$ cat config.mk
export PLATFORM = sky130hd
export DESIGN_NAME = instr_axi_fetch
export DESIGN_NICKNAME = d
export VERILOG_FILES = /design/src/rtl/simd_fetch_pkg.sv /design/src/rtl/instr_fifo.sv /design/src/rtl/instr_axi_fetch.sv
export SDC_FILE = /design/constraint.sdc
export NUM_CORES = 1
export LEC_CHECK = 0
export ABC_AREA = 1
export CORE_MARGIN = 2
export CORE_UTILIZATION = 45
export CTS_CLUSTER_DIAMETER = 150
export CTS_CLUSTER_SIZE = 10
export DETAILED_ROUTE_END_ITERATION = 16
export GPL_ROUTABILITY_DRIVEN = 0
export GPL_TIMING_DRIVEN = 0
export PLACE_DENSITY = 0.74
export SLEW_MARGIN = 40
export SYNTH_ARGS = -nofsm -noshare
export SYNTH_HDL_FRONTEND = slang
export SYNTH_SLANG_ARGS = --single-unit
$ cat constraint.sdc
create_clock -name CLK -period 5.44 [get_ports CLK]
set_clock_uncertainty 0.05 [all_clocks]
set_input_delay 1.36 -clock CLK [delete_from_list [all_inputs] [get_ports CLK]]
set_output_delay 1.36 -clock CLK [all_outputs]
set_load 0.02 [all_outputs]
$ cat src/rtl/simd_fetch_pkg.sv
`default_nettype none
// simd_fetch_pkg: state encoding and AXI/opcode constants for the instruction fetch stage.
package simd_fetch_pkg;

  typedef enum logic [2:0] {
    IDLE  = 3'd0,
    REQ   = 3'd1,
    RESP  = 3'd2,
    DRAIN = 3'd3,
    DONE  = 3'd4
  } fetch_state_e;

  localparam logic [1:0] AXI_RESP_OKAY   = 2'b00;
  localparam int         OPCODE_MSB      = 31;
  localparam int         OPCODE_LSB      = 26;
  localparam logic [5:0] HALT_OP_DEFAULT = 6'h3F;

endpackage
`default_nettype wire

$ cat src/rtl/instr_fifo.sv
`default_nettype none
// instr_fifo: synchronous FIFO with registered storage, occupancy count and
// simultaneous push/pop allowed when full.
module instr_fifo #(
  parameter int DATA_W = 32,
  parameter int DEPTH  = 4
) (
  input  logic                       clk,
  input  logic                       rst,
  input  logic                       push,
  input  logic [DATA_W-1:0]          push_data,
  input  logic                       pop,
  output logic [DATA_W-1:0]          pop_data,
  output logic [$clog2(DEPTH):0]     count,
  output logic                       empty
);

  localparam int AW = $clog2(DEPTH);

  logic [DATA_W-1:0] mem [DEPTH];
  logic [AW-1:0]     wr_ptr;
  logic [AW-1:0]     rd_ptr;
  logic              do_push;
  logic              do_pop;

  assign empty    = (count == '0);
  assign do_pop   = pop & ~empty;
  // A full FIFO may still accept a word when the head leaves in the same cycle.
  assign do_push  = push & ((count != (AW+1)'(DEPTH)) | do_pop);
  assign pop_data = mem[rd_ptr];

  always_ff @(posedge clk) begin
    if (rst) begin
      for (int i = 0; i < DEPTH; i++) mem[i] <= '0;
      wr_ptr <= '0;
      rd_ptr <= '0;
      count  <= '0;
    end else begin
      if (do_push) begin
        mem[wr_ptr] <= push_data;
        wr_ptr      <= wr_ptr + AW'(1);
      end
      if (do_pop) rd_ptr <= rd_ptr + AW'(1);
      if (do_push && !do_pop)      count <= count + (AW+1)'(1);
      else if (!do_push && do_pop) count <= count - (AW+1)'(1);
    end
  end

endmodule
`default_nettype wire

$ cat src/rtl/instr_axi_fetch.sv
`default_nettype none
// instr_axi_fetch: AXI4-Lite instruction fetcher feeding the SIMD decoder
// through a small buffer; stops on HALT or a read error.
module instr_axi_fetch
  import simd_fetch_pkg::*;
#(
  parameter int                ADDR_W     = 13,
  parameter int                DATA_W     = 32,
  parameter int                FIFO_DEPTH = 4,
  parameter logic [5:0]        HALT_OP    = HALT_OP_DEFAULT,
  parameter logic [ADDR_W-1:0] BASE_ADDR  = '0
) (
  input  logic              CLK,
  input  logic              RSTN,
  input  logic              START_SIGNAL,
  output logic              STOP_SIGNAL,
  output logic              FETCH_ERR,
  output logic [ADDR_W-1:0] ARADDR,
  output logic              ARVALID,
  input  logic              ARREADY,
  input  logic [DATA_W-1:0] RDATA,
  input  logic [1:0]        RRESP,
  input  logic              RVALID,
  output logic              RREADY,
  output logic [DATA_W-1:0] INSTR,
  output logic              INSTR_VALID,
  input  logic              INSTR_READY,
  output logic [ADDR_W-1:0] PC
);

  localparam int CNT_W = $clog2(FIFO_DEPTH) + 1;

  fetch_state_e      state;
  logic [ADDR_W-1:0] pc;
  logic              start_q;
  logic              start_pulse;
  logic              pop;
  logic              push;
  logic              has_space;
  logic              resp_ok;
  logic              is_halt;
  logic              fifo_empty;
  logic [CNT_W-1:0]  count;

  assign start_pulse = START_SIGNAL & ~start_q;
  assign pop         = INSTR_VALID & INSTR_READY;
  // Counting the departing head lets a full-but-draining buffer request at once.
  assign has_space   = (count != CNT_W'(FIFO_DEPTH)) | pop;
  // Handshake strobes are masked by reset so no transfer completes while in reset.
  assign ARVALID     = (state == REQ) & has_space & ~RSTN;
  assign RREADY      = (state == RESP) & ~RSTN;
  assign ARADDR      = pc;
  assign PC          = pc;
  assign resp_ok     = (RRESP == AXI_RESP_OKAY);
  assign is_halt     = (RDATA[OPCODE_MSB:OPCODE_LSB] == HALT_OP);
  assign push        = RREADY & RVALID & resp_ok & ~is_halt;
  assign INSTR_VALID = ~fifo_empty;

  instr_fifo #(
    .DATA_W (DATA_W),
    .DEPTH  (FIFO_DEPTH)
  ) u_fifo (
    .clk       (CLK),
    .rst       (RSTN),
    .push      (push),
    .push_data (RDATA),
    .pop       (pop),
    .pop_data  (INSTR),
    .count     (count),
    .empty     (fifo_empty)
  );

  always_ff @(posedge CLK) begin
    if (RSTN) begin
      state       <= IDLE;
      pc          <= BASE_ADDR;
      start_q     <= 1'b0;
      STOP_SIGNAL <= 1'b0;
      FETCH_ERR   <= 1'b0;
    end else begin
      start_q <= START_SIGNAL;
      case (state)
        IDLE, DONE: begin
          if (start_pulse) begin
            state       <= REQ;
            pc          <= BASE_ADDR;
            STOP_SIGNAL <= 1'b0;
            FETCH_ERR   <= 1'b0;
          end
        end
        REQ: begin
          if (ARVALID && ARREADY) begin
            state <= RESP;
            pc    <= pc + ADDR_W'(4);
          end
        end
        RESP: begin
          if (RVALID) begin
            if (!resp_ok) begin
              FETCH_ERR <= 1'b1;
              state     <= DRAIN;
            end else if (is_halt) begin
              state <= DRAIN;
            end else begin
              state <= REQ;
            end
          end
        end
        DRAIN: begin
          if (fifo_empty) begin
            state       <= DONE;
            STOP_SIGNAL <= 1'b1;
          end
        end
        default: state <= IDLE;
      endcase
    end
  end

endmodule
`default_nettype wire
==> results.cfg, run 1 <==
[status]
outcome = finished clean

[sta]
finalCritPeriodShare_pct = 84.4
report.final.slew_viol_count = 0
holdWs_ps = 413
worst_slack_ps = 847
rsz0062_at_grt = false
period_needed_ps = 4590
relSlewSlack_pct = 60.1
hold_viol = 0
setup_viol = 0
fmax_ghz = 0.218
tightest_slew_ps = 599

[global_route]
met1_usage_pct = 23.5
met3_usage_pct = 5.76
overflow = 0
top_usage_layer = met2
antenna_found_initial = 1
grt_util_all_layers_pct = 20.1
grt_util_met2_pct = 34.7
grt_pass1_wl_mm = 24.9
grt_max_degree = 33
grt_pass1_vias = 5170

[synthesis]
synth-simple-area-share_pct = 18.1
synth_area_leaders = edfxtp_1, nor2_1, dfxtp_1, o21ai_0, inv_1
syn_area_sq_mm = 0.00693
synth_top_family_by_area = simple AND/OR/NAND/NOR gates
ys.flop_type = edfxtp_1
synthAdderAreaFrac_pct = 0.650
synth.avg_cell_area_sq_um = 9.72
synthCells = 713
ys_warn_count = 0
synth-seq-cells = 154
synth-compound-area-share_pct = 9.84
synth.top_cell.area_share_pct = 55.4
synth_area_leader_cell = edfxtp_1
synth_mux_area_share_pct = 0
synth_cell_types = 31
synth_xor_area_share_pct = 0.253
async_reset_ff_share_pct = 0
yosysSeqAreaShare_pct = 62.9
synth-edff-count = 128

[cells_and_area]
register_area_sq_mm = 0.00436
layoutNonFillerInstCount = 1037
fin_area_sq_mm = 0.00884
insertedDiodeCount = 0
syn_to_final_growth_pct = 27.4
fillers = 1317
multi_input_area_sq_mm = 0.00204
layout-drive-gt1-share_pct = 8.36
final_nets = 879

[cts]
cts_buffer_depth = 2
cts-resized-gates = 0
cts_num_sinks = 154
ctsHtreeMaxLevel = 4
cts_made_buffers = 17
tritoncts = built
clock-root-buffer = clkbuf_16
hold_buffers = 0
clk_transition_reported_paths_ps = 60
clk_latency_ps = 410
postCtsSetupBuffers = 0

[route]
via_per_inst = 5.10
wirelength_mm = 16.0
drt_iter0_drc = 468
vias = 5286
wire_per_inst_um = 15.4
drtPass1Iterations = 6
post-route-drc-count = 0
antenna_left = 0

[worst_setup_path]
crit_path_start_kind = input port
max_stage_delay_ps = 630
cp_common_cell = clkdlybuf4s50_1
worst-endpoint-required_ps = 4030
path_max_fanout = 10
crit_path_end_kind = output pin
worstPathArrival_ps = 3180
critical_path_class = in -> out
r2r_cells = 8
crit_chain = clkdlybuf4s50_1 > inv_1 > buf_2 > nand2_1 > nor2_1 > clkdlybuf4s50_1
slowest_stage = clkdlybuf4s50_1

[pwr]
p_seq_share_pct = 37.8
pwr-share-comb_pct = 29.1
switching_power_mw = 1.14
p_leak_nw = 3.56
p_clk_share_pct = 33.1
p_per_area_mw_per_mm2 = 416
internal-power_mw = 2.53
sw_frac_of_total_pct = 31.1
ir_drop_mv = 0.259

[die]
coreArea_sq_mm = 0.0151
initial_utilization_pct = 45.8
die_y_um = 128
dieArea_sq_mm = 0.0164
fp.dieW_um = 128
rows = 45
ios = 103

[worst_hold_path]
min_delay_path_depth = 2
hold_path_class = reg -> reg

[job]
cap_viol_max_count = 0

[placed_design]
place_hpwl_mm = 10.2
dpl-instance-area_sq_mm = 0.00823
place_ws_ps = 846
io_buffers = 98
dp.cells = 1005
## cells in the mapped netlist, drive strengths merged (2+ instances only)
| master | instances |
|---|---|
| nor3 | 3 |
| nand2 | 68 |
| nand4 | 5 |
| buf | 32 |
| nor2 | 222 |
| edfxtp | 128 |
| clkbuf | 17 |
| ha | 2 |
| o21bai | 2 |
| o22ai | 32 |
| nand3 | 11 |
| o21ai | 74 |
| xor2 | 2 |
| inv | 66 |
| dfxtp | 26 |
| a21oi | 16 |
## cell usage in the layout (no fill, tap or decap), types with 3 or more instances in the layout
master | Yosys | routed
nand3_1 | 10 | 10
conb_1 | 1 | 4
buf_8 | 0 | 3
clkinv_1 | 1 | 5
nand4_1 | 4 | 4
nand2_2 | 3 | 4
nor3_1 | 3 | 3
clkinv_2 | 0 | 3
clkbuf_1 | 17 | 18
clkbuf_16 | 0 | 17
o22ai_1 | 32 | 32
buf_6 | 9 | 9
buf_2 | 3 | 3
nor2_4 | 2 | 3
a21oi_1 | 16 | 16
nand2_1 | 65 | 62
inv_1 | 65 | 65
clkdlybuf4s50_1 | 0 | 98
o21ai_0 | 74 | 74
buf_1 | 5 | 5
dfxtp_1 | 26 | 26
edfxtp_1 | 128 | 128
bufinv_16 | 0 | 4
nor2_1 | 220 | 219
buf_4 | 15 | 15
## area by class of cell
class,count,area share (%)
buffer,49,3.53
timing repair buffer,101,11.6
clock buffer,18,4.86
clock inverter,14,2.00
sequential,154,49.4
tap,188,2.66
inverter,67,2.85
multi-input combinational,446,23.1
## final timing paths
path / startpoint / end / slack [ps]
max: RSTN / ARVALID / 850
min: STOP_SIGNAL$_SDFFE_PP0P_ / STOP_SIGNAL$_SDFFE_PP0P_ / 410
max reg2reg: u_fifo.count[0]$_SDFFE_PP0P_ / u_fifo.mem[2][19]$_SDFFCE_PN0P_ / 3010
min reg2reg: STOP_SIGNAL$_SDFFE_PP0P_ / STOP_SIGNAL$_SDFFE_PP0P_ / 410
## worst max-delay path, delay by kind of cell
kind / cells / cell delay, ps
buf+inv: 4 / 1560
simple gates: 2 / 250
## power by group through the flow
stage / clock (mW) / combinational (mW) / sequential [mW]
finish: 1.22 / 1.07 / 1.39
global route: 1.27 / 1.17 / 1.40
CTS: 1.22 / 1.07 / 1.39
detailed placement: 0 / 1.07 / 1.41
global placement: 0 / 1.05 / 1.41
floorplan: 0 / 0.605 / 1.41
## cell families (layout without fill, tap and decap cells)
| logic type | count (synthesis) | count (layout) |
|---|---|---|
| adders and majority gates | 3 | 3 |
| and+or+nand+nor | 311 | 311 |
| buffers and inverters | 116 | 249 |
| other | 1 | 4 |
| xor gates and xnor gates | 2 | 2 |
| AOI/OAI and AO/OA | 126 | 126 |
| DFF | 154 | 154 |
## flip-flops by register name, indices dropped and copies added (netlist names), named ones only
signal	flops
u_fifo.wr_ptr	2
ARADDR	11
u_fifo.count	3
start_q	1
STOP_SIGNAL	1
u_fifo.rd_ptr	2
FETCH_ERR	1
state	3
u_fifo.mem	128
## routing by layer
metal	wire length, um	vias to the layer above
li1	-	2613
met1	6540	2448
met2	7970	209
met3	1290	16
met4	172	0
met5	0	-
## stage by stage
stage               util [%]  TNS [ps]  power, mW
global route            58.3         0       3.83
CTS                     58.3         0       3.68
finish                  58.3         0       3.67
global placement        53.9     -1090       2.46
detailed placement      54.3         0       2.48
floorplan                  -         0       2.02
Note: power is estimated with default switching activity, not from simulation.
==> run 2, diff against run 1 <==
--- a/config.mk
+++ b/config.mk
@@ -13,7 +13,7 @@
 export DETAILED_ROUTE_END_ITERATION = 16
 export GPL_ROUTABILITY_DRIVEN = 0
 export GPL_TIMING_DRIVEN = 0
-export PLACE_DENSITY = 0.74
+export PLACE_DENSITY = 0.77
 export SLEW_MARGIN = 40
 export SYNTH_ARGS = -nofsm -noshare
 export SYNTH_HDL_FRONTEND = slang
==> constraint.sdc (replaced) <==
create_clock -name CLK -period 3.85 [get_ports CLK]
set_clock_uncertainty 0.05 [all_clocks]
set_input_delay 0.9625 -clock CLK [delete_from_list [all_inputs] [get_ports CLK]]
set_output_delay 0.9625 -clock CLK [all_outputs]
set_load 0.02 [all_outputs]
==> run 2 against run 1 <==
  * Power grew 40%
  * Register-to-register slack lost 1500 ps
  * Utilization barely moved
  * Hold slack improved by 5.0 ps
  * Design area about the same
  * Sequential cell count unchanged
  * First-iteration DRC count decreased by 21%
  * Clock power increased by 39%
  * Critical path depth is the same
  * Via count increased by 0.34%
  * Critical path type is now reg -> out
  * Critical endpoint is now INSTR[22]
  * Largest cell class unchanged
  * Largest power group unchanged
==> results.cfg, run 2 (synthesis gave the netlist of run 1 again) <==
[status]
outcome = finished clean

[die]
coreArea_sq_mm = 0.0151
ios = 103
die_y_um = 128
dieArea_sq_mm = 0.0164
initial_utilization_pct = 45.8
fp.dieW_um = 128
rows = 45

[cells_and_area]
layout_common_cells = nor2_1, edfxtp_1, clkdlybuf4s50_1
fillers = 1279
layout_commonest_cell = nor2_1
largest_reg_flops = 128
final_nets = 878
largest-register = u_fifo.mem
syn_to_final_growth_pct = 27.4
fin_area_sq_mm = 0.00883
layout-drive-gt1-share_pct = 7.92
insertedDiodeCount = 0

[pwr]
p_per_area_mw_per_mm2 = 584
p_leak_nw = 3.56
power_mw = 5.16
ir_drop_mv = 0.364

[worst_setup_path]
reg2reg_setup_slack_ps = 1470
r2r-end = u_fifo.mem[2][21]$_SDFFCE_PN0P_
critical_path_class = reg -> out
crit_buf_inv = 4
worst-endpoint-required_ps = 2840
path_max_fanout = 10
crit_path_end_kind = output pin
crit_chain = buf_2 > clkinv_1 > clkbuf_1 > nor2_1 > o22ai_1 > clkdlybuf4s50_1
r2r_cells = 8
crit_path_start_kind = register
reg2reg_from = u_fifo.count[0]$_SDFFE_PP0P_
crit_family = buffers and inverters
max_stage_delay_ps = 650
slowest_stage = clkdlybuf4s50_1
worstPathArrival_ps = 2530

[cts]
cts_buffer_depth = 2
clk_latency_ps = 420
clock-root-buffer = clkbuf_16
ctsHtreeMaxLevel = 4
hold_buffers = 0
cts_made_buffers = 17
clk_transition_reported_paths_ps = 60
tritoncts = built
cts_num_sinks = 154

[sta]
finalSetupTns_ps = 0
setup_viol = 0
holdWs_ps = 418
period_needed_ps = 3550
finalCritPeriodShare_pct = 92.1
report.final.slew_viol_count = 0
tightest_slew_ps = 625
fmax_ghz = 0.282
rsz0062_at_grt = false
hold_viol = 0
worst_slack_ps = 304
relSlewSlack_pct = 58.3

[worst_hold_path]
hold_path_class = reg -> reg
min_delay_path_depth = 2
hold_path_end = STOP_SIGNAL$_SDFFE_PP0P_
hold_start = STOP_SIGNAL$_SDFFE_PP0P_

[global_route]
grt_max_degree = 33
antenna_found_initial = 1
met3_usage_pct = 5.22
overflow = 0
grt_util_met2_pct = 35.9
grt_pass1_wl_mm = 25.6
met1_usage_pct = 24.3
top_usage_layer = met2
grt_util_all_layers_pct = 20.6
grt_pass1_vias = 5222

[route]
via_per_inst = 5.13
drtPass1Iterations = 5
wire_per_inst_um = 15.7
drt_iter0_drc = 372
post-route-drc-count = 0
wirelength_mm = 16.2
vias = 5304
antenna_left = 0

[placed_design]
place_ws_ps = 82.4
place_hpwl_mm = 10.4
io_buffers = 98
dpl-instance-area_sq_mm = 0.00824

[job]
cap_viol_max_count = 0
run 2: cell count changes in the layout (fill, tap and decap cells not counted), sizes merged:
cell           change
clkinv             -5
clkbuf             +3
buf                -1
clkdlybuf4s50      -1
clkinvlp           +1
dlymetal6s2s       +1
inv                -1
run 2: per-layer routing:
metal  share of wire, %  wire length (um)
met1                 41              6600
met2                 50              8160
met3                7.5              1220
met4                1.5               247
met5                  0                 0
run 2: how the worst max path moves through the flow:
stage / start / to / depth (start not counted)
after floorplan: RRESP[1] / u_fifo.mem[3][0]$_DFFE_PP_ / 7
after global placement: RDATA[26] / u_fifo.mem[3][13]$_DFFE_PP_ / 10
after detailed placement: RSTN / ARVALID / 6
after CTS: RSTN / ARVALID / 6
after global routing: register / INSTR[4] / 6
final: register / INSTR[22] / 6
run 2: tightest hold or removal path, delay by kind of cell (launching register included):
kind | cells | cell delay, ps
AO/OA/AOI/OAI | 1 | 50
flip-flops | 1 | 310
AND/OR/NAND/NOR | 1 | 60
run 2: power breakdown:
group | switching [mW] | total, mW | internal, mW | leakage [nW]
logic | 0.919 | 1.51 | 0.588 | 1.75
clock network | 0.615 | 1.69 | 1.07 | 0.282
registers | 0.0528 | 1.97 | 1.91 | 1.53
total | 1.59 | 5.16 | 3.57 | 3.56
run 2: cell type report:
type,instances,area [sq um],area share (%)
Clock inverter,9,149,1.69
Buffer,49,312,3.53
Sequential cell,154,4360,49.4
Timing Repair Buffer,100,1040,11.8
Tap cell,188,235,2.66
Clock buffer,21,440,4.99
Multi-Input combinational cell,446,2040,23.1
Inverter,67,251,2.85
run 2: timing repair:
action                                  4_1_cts  5_1_grt
setup buffers                                 0        0
endpoints found under the setup margin        0        1
resized for setup                             0        1
run 2: through the flow:
stage	instances	util, %
2_1_floorplan	716	-
3_3_place_gp	1002	53.9
3_5_place_dp	1004	54.4
4_1_cts	1034	58.3
5_1_grt	1034	58.3
6_report	1034	58.3
==> run 3, diff against run 2 <==
--- a/config.mk
+++ b/config.mk
@@ -11,7 +11,7 @@
 export CTS_CLUSTER_DIAMETER = 150
 export CTS_CLUSTER_SIZE = 10
 export DETAILED_ROUTE_END_ITERATION = 16
-export GPL_ROUTABILITY_DRIVEN = 0
+export GPL_ROUTABILITY_DRIVEN = 1
 export GPL_TIMING_DRIVEN = 0
 export PLACE_DENSITY = 0.77
 export SLEW_MARGIN = 40
==> results of run 3 <==
Same layout as run 2: the final DEF is identical, and so are final timing and power.
==> edit 1, RTL diff (config.mk and constraints of run 2) <==
Reset style: asynchronous (`RSTN` and `rst`), changed in 2 clocked blocks.
--- a/src/rtl/instr_fifo.sv
+++ b/src/rtl/instr_fifo.sv
@@ -29,7 +29,7 @@
   assign do_push  = push & ((count != (AW+1)'(DEPTH)) | do_pop);
   assign pop_data = mem[rd_ptr];
 
-  always_ff @(posedge clk) begin
+  always_ff @(posedge clk or posedge rst) begin
     if (rst) begin
       for (int i = 0; i < DEPTH; i++) mem[i] <= '0;
       wr_ptr <= '0;
--- a/src/rtl/instr_axi_fetch.sv
+++ b/src/rtl/instr_axi_fetch.sv
@@ -70,7 +70,7 @@
     .empty     (fifo_empty)
   );
 
-  always_ff @(posedge CLK) begin
+  always_ff @(posedge CLK or posedge RSTN) begin
     if (RSTN) begin
       state       <= IDLE;
       pc          <= BASE_ADDR;
Behaviour: differs if RSTN is asserted again (counterexample within 4 cycles, from zero or initial values and one cycle with RSTN high); with RSTN held inactive, the same outputs for 10 cycles.
==> edit 1 against run 2 <==
Synthesized area is 4.6% higher; via count is 16% higher; setup slack worse by 160 ps; count of clock-buffer cells in the layout is 1 higher; routed wire length is 17% higher; power is 21% higher; sequential share of layout area is 8.7 points lower; utilization is 0.70 points higher; sequential power is 4% higher; design area is 5.8% higher; sequential cell count is 2 lower; critical endpoint is now INSTR[29]; largest cell class unchanged; largest power group is now combinational logic; highest routed layer unchanged.
==> edit 1: results (changes against run 2) <==
XOR/XNOR share of the synthesized area = 0.009660 (+0.007134)
Vias = 6156 (+16%)
Layout cells sized above 1 = 0.1482 (+0.06903)
VDD IR max = 0.4416 mV (+21%)
Run status = finished, final reports clean
Worst-case reg-to-reg path depth = 13 (+5)
Met1 Use GR = 0.3117 (+0.06885)
Hold Crit Class = register to register
Crit Reg-Reg Endpoint = u_fifo.count[2]
Tightest Pin Transition = 659.0 ps (+34.22 ps)
GRT Total Usage = 0.2343 (+0.02810)
Vias in the first global route = 6124 (+17%)
CP endpoint = INSTR[29]
Share of flip-flops with an asynchronous set or reset = 1.000 (+1.000)
Most frequent cell after synthesis = nand2_1
Dominant synthesized flop cell = dfrtp_1
Lkg Pwr = 0.004310 uW (+21%)
Synth cell types = 29 (-6.5%)
Compound-Gate Fraction of Synth Area = 0.1930 (+0.09467)
Reg2reg start = state[0]
First-pass GRT wire length = 30880 um (+21%)
Initial drt markers = 638 (+72%)
Mux contribution to synthesized area = 0.001553 (+0.001553)
Seq/Total Area, Yosys = 0.5244 (-0.1051)
Hpwl dp = 12850 um (+23%)
CP Data Arrival Time = 2690 ps (+160 ps)
Met2 usage = 0.3825 (+0.02390)
Layout Nets = 994 (+13%)
Routed WL = 19010 um (+17%)
R2r setup slk = 1560 ps (+90 ps)
Synth top area cells = dfrtp_1 52%, nand2_1 9.4%, o21ai_1 6.3%
Largest net degree at the start of global routing = 24 (-27%)
edit 1: what timing repair did:
action | CTS | global route
buffers inserted | 0 | 1
resized for setup | 0 | 6
setup endpoints to repair | 0 | 6
edit 1: final cells by class:
type                            instances  area (um^2)
Clock buffer                           22        484.2
Sequential cell                       152         3804
Multi-Input combinational cell        548         2801
Clock inverter                          8        72.57
Fill cell                            1395         6487
Tap cell                              216        270.3
Inverter                               62        237.7
Timing Repair Buffer                  107         1201
Buffer                                 59        469.2
edit 1: kinds of logic after synthesis:
| group | count (synthesis) |
|---|---|
| flops | 152 |
| other cells | 1 |
| buf+inv | 121 |
| fa+ha+maj | 7 |
| compound gates | 244 |
| simple gates | 284 |
| xor+xnor | 8 |
| mux | 1 |
edit 1: per-layer routing:
layer / share of wire / up-vias
met5: 0 / -
met3: 0.069 / 15
met2: 0.48 / 213
li1: - / 2939
met4: 0.0092 / 0
met1: 0.44 / 2989
edit 1: power breakdown:
group	internal (uW)	switching, uW	leakage, uW
registers	1860	177	0.00207
logic	1060	1580	0.00197
clock network	945	635	0.000270
total	3870	2390	0.00431
edit 1: worst min path at each step:
stage | endpoint | slack (ps) | cells after the start | from
after floorplan | state[2] | 390 | 2 | state[2]
after global placement | u_fifo.mem[90] | 410 | 2 | u_fifo.mem[90]
after detailed placement | u_fifo.mem[37] | 410 | 2 | u_fifo.mem[37]
after CTS | u_fifo.mem[37] | 430 | 2 | u_fifo.mem[37]
after global routing | u_fifo.mem[122] | 450 | 2 | u_fifo.mem[122]
final | u_fifo.mem[37] | 420 | 2 | u_fifo.mem[37]
edit 1: through the flow:
stage | area, um^2 | power, uW | setup TNS (ps) | instances | setup slack [ps]
floorplan | 7308 | 3610 | -41970 | 821 | -928.2
global placement | 8559 | 4605 | -326780 | 1135 | -2801
detailed placement | 8772 | 4677 | 0 | 1143 | 34.43
CTS | 9329 | 6255 | 0 | 1173 | 20.38
global route | 9340 | 6611 | -2.453 | 1174 | -2.453
finish | 9340 | 6264 | 0 | 1174 | 145.2
edit 1: worst max-delay path: stages, from the launching register on:
cell and delay [ps]:
dfrtp_1 380, inv_1 70, clkbuf_1 300, clkbuf_1 470, o21ai_0 170, o22ai_1 230, clkdlybuf4s50_1 650
==> edit 2, RTL diff (settings of run 2) <==
Made on the original files. Change the package constant `OPCODE_LSB` from 26 to 13.
--- a/src/rtl/simd_fetch_pkg.sv
+++ b/src/rtl/simd_fetch_pkg.sv
@@ -12,7 +12,7 @@
 
   localparam logic [1:0] AXI_RESP_OKAY   = 2'b00;
   localparam int         OPCODE_MSB      = 31;
-  localparam int         OPCODE_LSB      = 26;
+  localparam int         OPCODE_LSB      = 13;
   localparam logic [5:0] HALT_OP_DEFAULT = 6'h3F;
 
 endpackage
Check against the original RTL: not equivalent (a bounded check fails within 4 cycles, from zero or initial values and one cycle with RSTN high).
==> edit 2 against run 2 <==
Die area rose by 1.1%; critical endpoint is now INSTR[2]; setup slack got worse by 190 ps; sequential cell count did not move; final cell count rose by 1.5%; power rose by 9.0%; synthesized area rose by 1.1%; routed wire length rose by 4.8%; fmax fell by 5.2%; design area rose by 2.1%; clock power rose by 18%; via count rose by 3.6%; largest cell class unchanged.
==> edit 2: results (changes against run 2) <==
Initial drt markers = 404 (+8.6%)
Yosys Warn Count = 0 (unchanged)
Number of post-CTS setup repair buffers = 0 (unchanged)
Layout cells sized above 1 = 0.09175 (+0.01256)
Hold Crit Class = register to register
Relative slew margins = 0.5487 (-0.03476)
Post-synth top cells = 222 x nor2_1, 128 x edfxtp_1, 79 x o21ai_0
GRT Total Usage = 0.2115 (+0.005237)
Routed WL = 17000 um (+4.8%)
VDD IR max = 0.3968 mV (+8.9%)
Share of flip-flops with an asynchronous set or reset = 0 (unchanged)
Run status = finished, final reports clean
CTS clk-pin slew, worst paths = 60 ps (about the same)
Post-CTS sizing = 0 (unchanged)
Worst-case clock buffer depth = 2 (unchanged)
Number of diodes = 0 (unchanged)
Number of port buffers = 98 (unchanged)
Largest net degree at the start of global routing = 33 (unchanged)
H-tree lvl count = 4 (unchanged)
CTS Buf Count = 17 (unchanged)
Post-synth EDFFs = 128 (unchanged)
First-pass GRT wire length = 26500 um (+3.7%)
Slowest library cell on the worst path = clkdlybuf4s50_1
Crit path largest cell delay = 670 ps (+20 ps)
Hpwl dp = 10810 um (+3.6%)
Crit Path Max Fanout = 10 (unchanged)
CTS root buf = clkbuf_16
Synth cell types = 32 (+3.2%)
Fill cells = 1248 (-2.4%)
Layout Nets = 891 (+1.5%)
CP Data Arrival Time = 2730 ps (+200 ps)
Lkg Pwr = 0.003631 uW (+1.9%)
Dpl ws = 227.7 ps (+145.3 ps)
Worst skew pair latency = 430 ps
Largest reg by FF count = u_fifo.mem
Seq/Total Area, Yosys = 0.6225 (-0.006966)
Vias in the first global route = 5327 (+2.0%)
Synth top area cells = edfxtp_1 55%, nor2_1 12%, dfxtp_1 7.4%
DP Area = 0.008305 mm^2 (+0.79%)
Syn Std Cell Area = 0.007010 mm^2 (+1.1%)
Dominant synthesized flop cell = edfxtp_1
Initial antenna violation count = 1 (unchanged)
Post-DR vias/cell = 5.236 (+2.1%)
First-pass DRT Iterations = 5 (unchanged)
## edit 2: area by class of cell
cell class              instances  area (um^2)  area share
multi-input cells             451         2086      0.2313
inverters                      75        281.5     0.03122
clock buffers                  21        470.5     0.05218
flip-flops and latches        154         4364      0.4840
clock inverters                11        240.2     0.02664
repair buffers                100         1023      0.1135
well taps                     188        235.2     0.02609
plain buffers                  49        315.3     0.03497
## edit 2: cells by family after synthesis
logic type,count (synthesis),share of synthesized area
fa+ha+maj,3,0.006425
flops,154,0.6225
simple gates,309,0.1799
compound gates,131,0.1005
other cells,1,0.0005349
xor+xnor,4,0.004998
buf+inv,124,0.08513
## edit 2: worst paths after layout
path              slack [ps]  cells past startpoint          endpoint              from
setup / recovery         110                      6          INSTR[2]          register
hold / removal           420                      1  u_fifo.rd_ptr[0]  u_fifo.rd_ptr[0]
setup reg to reg        1470                     13   u_fifo.count[2]          state[1]
hold reg to reg          420                      1  u_fifo.rd_ptr[0]  u_fifo.rd_ptr[0]
## edit 2: critical path: cells and delay by family (launching register included)
family / cells / cell delay [ps]
buffers and inverters: 4 / 1580
AOI/OAI and AO/OA: 1 / 320
DFF: 1 / 300
and+or+nand+nor: 1 / 100
## edit 2: power breakdown
| group | leakage [uW] | internal, uW | total [uW] | switching [uW] |
|---|---|---|---|---|
| Clock | 0.000343 | 1330 | 1990 | 658 |
| Sequential | 0.00153 | 1900 | 1960 | 59.1 |
| Combinational | 0.00176 | 634 | 1670 | 1030 |
## edit 2: through the flow
step                        util  hold slack [ps]  setup TNS [ps]  std cells  total power, uW
final                     0.5931            424.5               0       1049             5621
after global routing      0.5931            464.2               0       1049             5840
after CTS                 0.5931            430.1               0       1049             5624
after detailed placement  0.5463            413.5               0       1017             3650
after global placement    0.5419            404.0          -93030       1015             3621
after floorplan                -            386.4               0        729             2939
## edit 2: layer usage
layer  GRT usage  wire, um  share of wire
met5           0         0              0
met4     0.08440       333          0.020
met3     0.04657      1114          0.066
met2      0.3623      8549           0.50
met1      0.2615      7005           0.41
